==> src/rtl/mem_arb_pkg.sv <==
// Shared types for the unified memory-port arbiter: FSM states, owner codes, abort data pattern.
package mem_arb_pkg;

    typedef enum logic [2:0] {
        IDLE,
        BUSY_I,
        BUSY_D,
        ACK_I,
        ACK_D
    } arb_state_t;

    localparam logic REQ_I = 1'b0;
    localparam logic REQ_D = 1'b1;

    localparam logic [63:0] ALL_ONES = '1;

    function automatic arb_state_t busy_state(input logic owner);
        return (owner == REQ_D) ? BUSY_D : BUSY_I;
    endfunction

endpackage

==> src/rtl/arb_wait_timer.sv <==
// BUSY watchdog: counts enabled cycles since clear; expired is high on the TIMEOUT-th enabled cycle.
// No backpressure; clr has priority over en.
module arb_wait_timer #(
    parameter int TIMEOUT = 31
) (
    input  logic clk,
    input  logic rst,
    input  logic clr,
    input  logic en,
    output logic expired
);

    localparam int CW = $clog2(TIMEOUT + 1);

    logic [CW-1:0] wait_cnt;

    assign expired = en && (wait_cnt == CW'(TIMEOUT - 1));

    always_ff @(posedge clk or negedge rst) begin
        if (!rst) begin
            wait_cnt <= '0;
        end else if (clr) begin
            wait_cnt <= '0;
        end else if (en && !expired) begin
            wait_cnt <= wait_cnt + 1'b1;
        end
    end

endmodule

==> src/rtl/mem_port_arbiter.sv <==
// Shares one cache port between IF and MEM; D-first with starvation guard, flush and timeout abort.
// Latency: request seen in IDLE -> mem_req next cycle -> ack the cycle after mem_rdy (min 2); requesters stall until ack.
module mem_port_arbiter
    import mem_arb_pkg::*;
#(
    parameter int ADDR_W     = 16,
    parameter int DATA_W     = 16,
    parameter int STARVE_MAX = 4,
    parameter int TIMEOUT    = 31
) (
    input  logic              clk,
    input  logic              rst,
    input  logic              i_rd_req,
    input  logic [ADDR_W-1:0] i_addr,
    input  logic              i_flush,
    output logic [DATA_W-1:0] i_rdata,
    output logic              i_ack,
    output logic              i_stall,
    input  logic              d_rd_req,
    input  logic              d_wr_req,
    input  logic [ADDR_W-1:0] d_addr,
    input  logic [DATA_W-1:0] d_wdata,
    output logic [DATA_W-1:0] d_rdata,
    output logic              d_ack,
    output logic              d_stall,
    output logic              mem_req,
    output logic              mem_we,
    output logic [ADDR_W-1:0] mem_addr,
    output logic [DATA_W-1:0] mem_wdata,
    input  logic [DATA_W-1:0] mem_rdata,
    input  logic              mem_rdy,
    output logic              err
);

    localparam logic [3:0] SMAX = 4'(STARVE_MAX);

    arb_state_t  state;
    logic [3:0]  starve_cnt;
    logic        flush_pend;
    logic        i_ack_q;
    logic        busy;
    logic        expired;
    logic        d_pend;
    logic        i_ok;
    logic        grant_d;
    logic        grant_i;

    assign busy    = (state == BUSY_I) || (state == BUSY_D);
    assign d_pend  = d_rd_req | d_wr_req;
    assign i_ok    = i_rd_req & ~i_flush;
    // D normally wins; once I has been passed over STARVE_MAX times it goes first.
    assign grant_d = d_pend & ((starve_cnt < SMAX) | ~i_ok);
    assign grant_i = ~grant_d & i_ok;

    // A flush arriving in ACK_I still kills the completion pulse.
    assign i_ack   = i_ack_q & ~i_flush;
    assign i_stall = i_rd_req & ~i_ack;
    assign d_stall = d_pend & ~d_ack;

    arb_wait_timer #(.TIMEOUT(TIMEOUT)) u_wait_timer (
        .clk     (clk),
        .rst     (rst),
        .clr     (~busy),
        .en      (busy),
        .expired (expired)
    );

    always_ff @(posedge clk or negedge rst) begin
        if (!rst) begin
            state      <= IDLE;
            mem_req    <= 1'b0;
            mem_we     <= 1'b0;
            mem_addr   <= '0;
            mem_wdata  <= '0;
            i_rdata    <= '0;
            d_rdata    <= '0;
            i_ack_q    <= 1'b0;
            d_ack      <= 1'b0;
            err        <= 1'b0;
            starve_cnt <= '0;
            flush_pend <= 1'b0;
        end else begin
            i_ack_q <= 1'b0;
            d_ack   <= 1'b0;
            case (state)
                IDLE: begin
                    if (grant_d) begin
                        state     <= busy_state(REQ_D);
                        mem_req   <= 1'b1;
                        mem_we    <= d_wr_req;
                        mem_addr  <= d_addr;
                        mem_wdata <= d_wdata;
                        if (!i_rd_req) begin
                            starve_cnt <= '0;
                        end else if (starve_cnt < SMAX) begin
                            starve_cnt <= starve_cnt + 4'd1;
                        end
                    end else if (grant_i) begin
                        state      <= busy_state(REQ_I);
                        mem_req    <= 1'b1;
                        mem_we     <= 1'b0;
                        mem_addr   <= i_addr;
                        starve_cnt <= '0;
                        flush_pend <= 1'b0;
                    end
                end
                BUSY_I: begin
                    if (i_flush) begin
                        flush_pend <= 1'b1;
                    end
                    if (mem_rdy || expired) begin
                        mem_req <= 1'b0;
                        if (mem_rdy) begin
                            i_rdata <= mem_rdata;
                        end else begin
                            i_rdata <= ALL_ONES[DATA_W-1:0];
                            err     <= 1'b1;
                        end
                        // A redirected fetch still finishes on the bus but is never acknowledged.
                        if (flush_pend || i_flush) begin
                            state <= IDLE;
                        end else begin
                            state   <= ACK_I;
                            i_ack_q <= 1'b1;
                        end
                    end
                end
                BUSY_D: begin
                    if (mem_rdy || expired) begin
                        mem_req <= 1'b0;
                        if (mem_rdy) begin
                            if (!mem_we) begin
                                d_rdata <= mem_rdata;
                            end
                        end else begin
                            d_rdata <= ALL_ONES[DATA_W-1:0];
                            err     <= 1'b1;
                        end
                        state <= ACK_D;
                        d_ack <= 1'b1;
                    end
                end
                ACK_I, ACK_D: begin
                    state <= IDLE;
                end
                default: begin
                    state <= IDLE;
                end
            endcase
        end
    end

endmodule

==> config.mk <==
export PLATFORM = sky130hd
export DESIGN_NAME = mem_port_arbiter
export DESIGN_NICKNAME = d
export VERILOG_FILES = /design/src/rtl/mem_arb_pkg.sv /design/src/rtl/arb_wait_timer.sv /design/src/rtl/mem_port_arbiter.sv
export SDC_FILE = /design/constraint.sdc
export NUM_CORES = 1
export LEC_CHECK = 0
export ABC_AREA = 0
export BUFFER_PORTS_ARGS = -buffer_cell sky130_fd_sc_hd__buf_2
export CORE_MARGIN = 5
export CORE_UTILIZATION = 42
export CTS_CLUSTER_DIAMETER = 80
export DETAILED_ROUTE_END_ITERATION = 7
export PLACE_DENSITY = 0.71
export SKIP_CTS_REPAIR_TIMING = 1
export SLEW_MARGIN = 10
export SYNTH_ARGS = -nofsm -noshare
export SYNTH_HDL_FRONTEND = slang
export SYNTH_SLANG_ARGS = --single-unit
==> constraint.sdc <==
create_clock -name clk -period 1.8 [get_ports clk]
set_clock_uncertainty 0.05 [all_clocks]
set_input_delay 0.45 -clock clk [delete_from_list [all_inputs] [get_ports clk]]
set_output_delay 0.45 -clock clk [all_outputs]
set_load 0.01 [all_outputs]
==> reports/qor.yml <==
status: "completed"
maxCapViolations: 0
worstMarginPinSlew_ns: 0.485
startpoint_type: "flop"
grt_use_total: 0.175
crit_required_ns: 1.98
drive_gt1_frac: 0.440
hold_depth: 2
async_flop_share: 1.00
cts.sinks: 82
path_class: "reg -> reg"
ff2ff_path_depth: 6
start_util: 0.431
synthFlopType: "dfrtp_1"
overflow: 0
portBuffers: 141
grt_max_degree: 35
yosys_warnings: 0
synth_commonest_cells: "dfrtp_1 (82), nand2_1 (20), mux2i_1 (18)"
syn_nets: 368
totalWireLength_mm: 8.84
die-area_sq_um: 10400
ys_types: 46
dpl_cell_area_sq_um: 4590
layout.nets: 526
drc: 0
cellPowerDensity_nw_per_um2: 1740
setup_viol: 0
synth_cells: 294
synth-seq-cells: 82
clk_pin_slew_worst_paths_ns: 0.08
finalMaxSlewViolations: 0
ant_nets: 0
cts_tree: "built"
routedWlPerCell_microns: 15.7
grt_pass1_wl_mm: 14.2
dp_hpwl_mm: 6.66
drt-pass1-iter-count: 4
hold_viol_final: 0
die_y_microns: 102
p_leak_nw: 2.34
worst_ir_drop_vdd_uv: 893
place.gp.congestion: 0.819
crit_fanout: 7
antenna_found_initial: 0
synth_top_area_cell: "dfrtp_1"
synth_area_leaders: "dfrtp_1 (58%), mux2i_1 (5.1%), mux2_4 (3.4%)"
htreeDepth: 3
die_w_microns: 102
clockBufferDepth: 2
setup_tns_ns: 0
yosysMostFrequentCell: "dfrtp_1"
ios: 142
period_minus_slack_ns: 1.68
avgViaCountPerCell: 5.03
insertion_delay_ns: 0.35
avgSynthCellArea_sq_um: 12.1
synth_area_sq_um: 3560
rsz0062_at_grt: "no"
ys_seq_area_frac: 0.576
cts-root-buf: "clkbuf_8"
cp.arrival_ns: 1.86
numCtsBuffers: 9
fp.coreArea_sq_um: 8260
max_freq_ghz: 0.595
synth_edf_count: 0
std_cell_rows: 33
fin_crit_sh: 0.933
synth_top_area_share: 0.576
maxSlewHeadroom: 0.676
first_iter_violations: 88
design_area_sq_um: 4840
end_kind: "flop"
syn_to_final_growth_pct: 36.0
diodes: 0
via_count: 2825
first_global_vias: 2963
hp-class: "in -> reg"
flip-flops by register name, summed over array words and instances (netlist names), 3 cells and up:
signal	flops
mem_addr	16
u_wait_timer.wait_cnt	5
starve_cnt	4
i_rdata	16
mem_wdata	16
d_rdata	16
state	3
critical path, stage by stage, from the launching register on:
cell and delay (ns):
dfrtp_1 0.39, inv_1 0.06, ha_2 0.20, nand4_4 0.07, mux2i_1 0.18, nand3_2 0.24, mux2_1 0.38
logic make-up after synthesis:
group,Yosys count,synth area share
muxes,40,0.129
DFF,82,0.576
adders and majority gates,3,0.0105
and+or+nand+nor,71,0.108
AOI/OAI and AO/OA,66,0.135
xor gates and xnor gates,2,0.00492
buffers and inverters,30,0.0372
where the power goes:
| part | internal, mW | leakage (nW) | switching (mW) | total, mW |
|---|---|---|---|---|
| logic | 1.85 | 1.26 | 1.89 | 3.74 |
| registers | 2.66 | 0.954 | 0.478 | 3.14 |
| clock network | 0.864 | 0.120 | 0.676 | 1.54 |
layer usage:
layer	wire (microns)	GRT usage	vias to the layer above
met1	3490	0.207	1343
met2	4510	0.303	110
met4	90	0.0605	0
met5	0	0	-
li1	-	-	1363
met3	738	0.0532	9
per-stage QoR:
stage	cells	util	power, mW	worst slack (ns)	hold slack, ns
floorplan	294	-	5.29	0.123	0.104
global placement	545	0.555	6.80	0.103	0.336
detailed placement	545	0.555	6.96	0.0725	0.345
CTS	561	0.584	8.52	0.0697	-0.0473
global route	562	0.587	9.03	0.00236	0.255
finish	562	0.587	8.42	0.120	0.253
path summary, 6_finish.rpt:
| check | startpoint | endpoint | slack (ns) |
|---|---|---|---|
| min in group asynchronous | rst | i_rdata[11] | 0.50 |
| max in group asynchronous | rst | mem_wdata[13] | 0.71 |
| hold / removal | d_wdata[1] | mem_wdata[1] | 0.25 |
| setup reg to reg | u_wait_timer.wait_cnt[0] | d_rdata[14] | 0.12 |
| setup / recovery | u_wait_timer.wait_cnt[0] | d_rdata[14] | 0.12 |
| hold reg to reg | err | err | 0.43 |
layout by cell type (no fill, tap or decap), types with 2 or more instances in the layout:
| master | instances |
|---|---|
| o21ai_0 | 5 |
| a21oi_1 | 12 |
| a31oi_1 | 2 |
| nor3_1 | 2 |
| nand2b_1 | 9 |
| buf_4 | 11 |
| buf_2 | 140 |
| a21o_1 | 2 |
| buf_12 | 8 |
| nand3_1 | 3 |
| ha_1 | 2 |
| clkbuf_8 | 11 |
| o21ai_1 | 15 |
| mux2_2 | 7 |
| mux2i_1 | 18 |
| mux2_1 | 6 |
| nor2b_1 | 5 |
| nor4_1 | 10 |
| o32a_1 | 10 |
| nand2_1 | 20 |
| a211oi_1 | 2 |
| mux2_4 | 9 |
| dfrtp_1 | 82 |
| nor2_1 | 15 |
| inv_1 | 15 |
| o22ai_1 | 2 |
| bufinv_16 | 2 |
| o22a_1 | 6 |
| clkinv_4 | 3 |
area by class of cell:
cell class | instances | area [sq um]
Clock buffer | 11 | 151
Clock inverter | 5 | 86.3
Fill cell | 699 | 3410
Inverter | 16 | 60.1
Multi-Input combinational cell | 182 | 1400
Sequential cell | 82 | 2050
Tap cell | 105 | 131
Timing Repair Buffer | 161 | 965
Power figures use the tool's default switching activity.
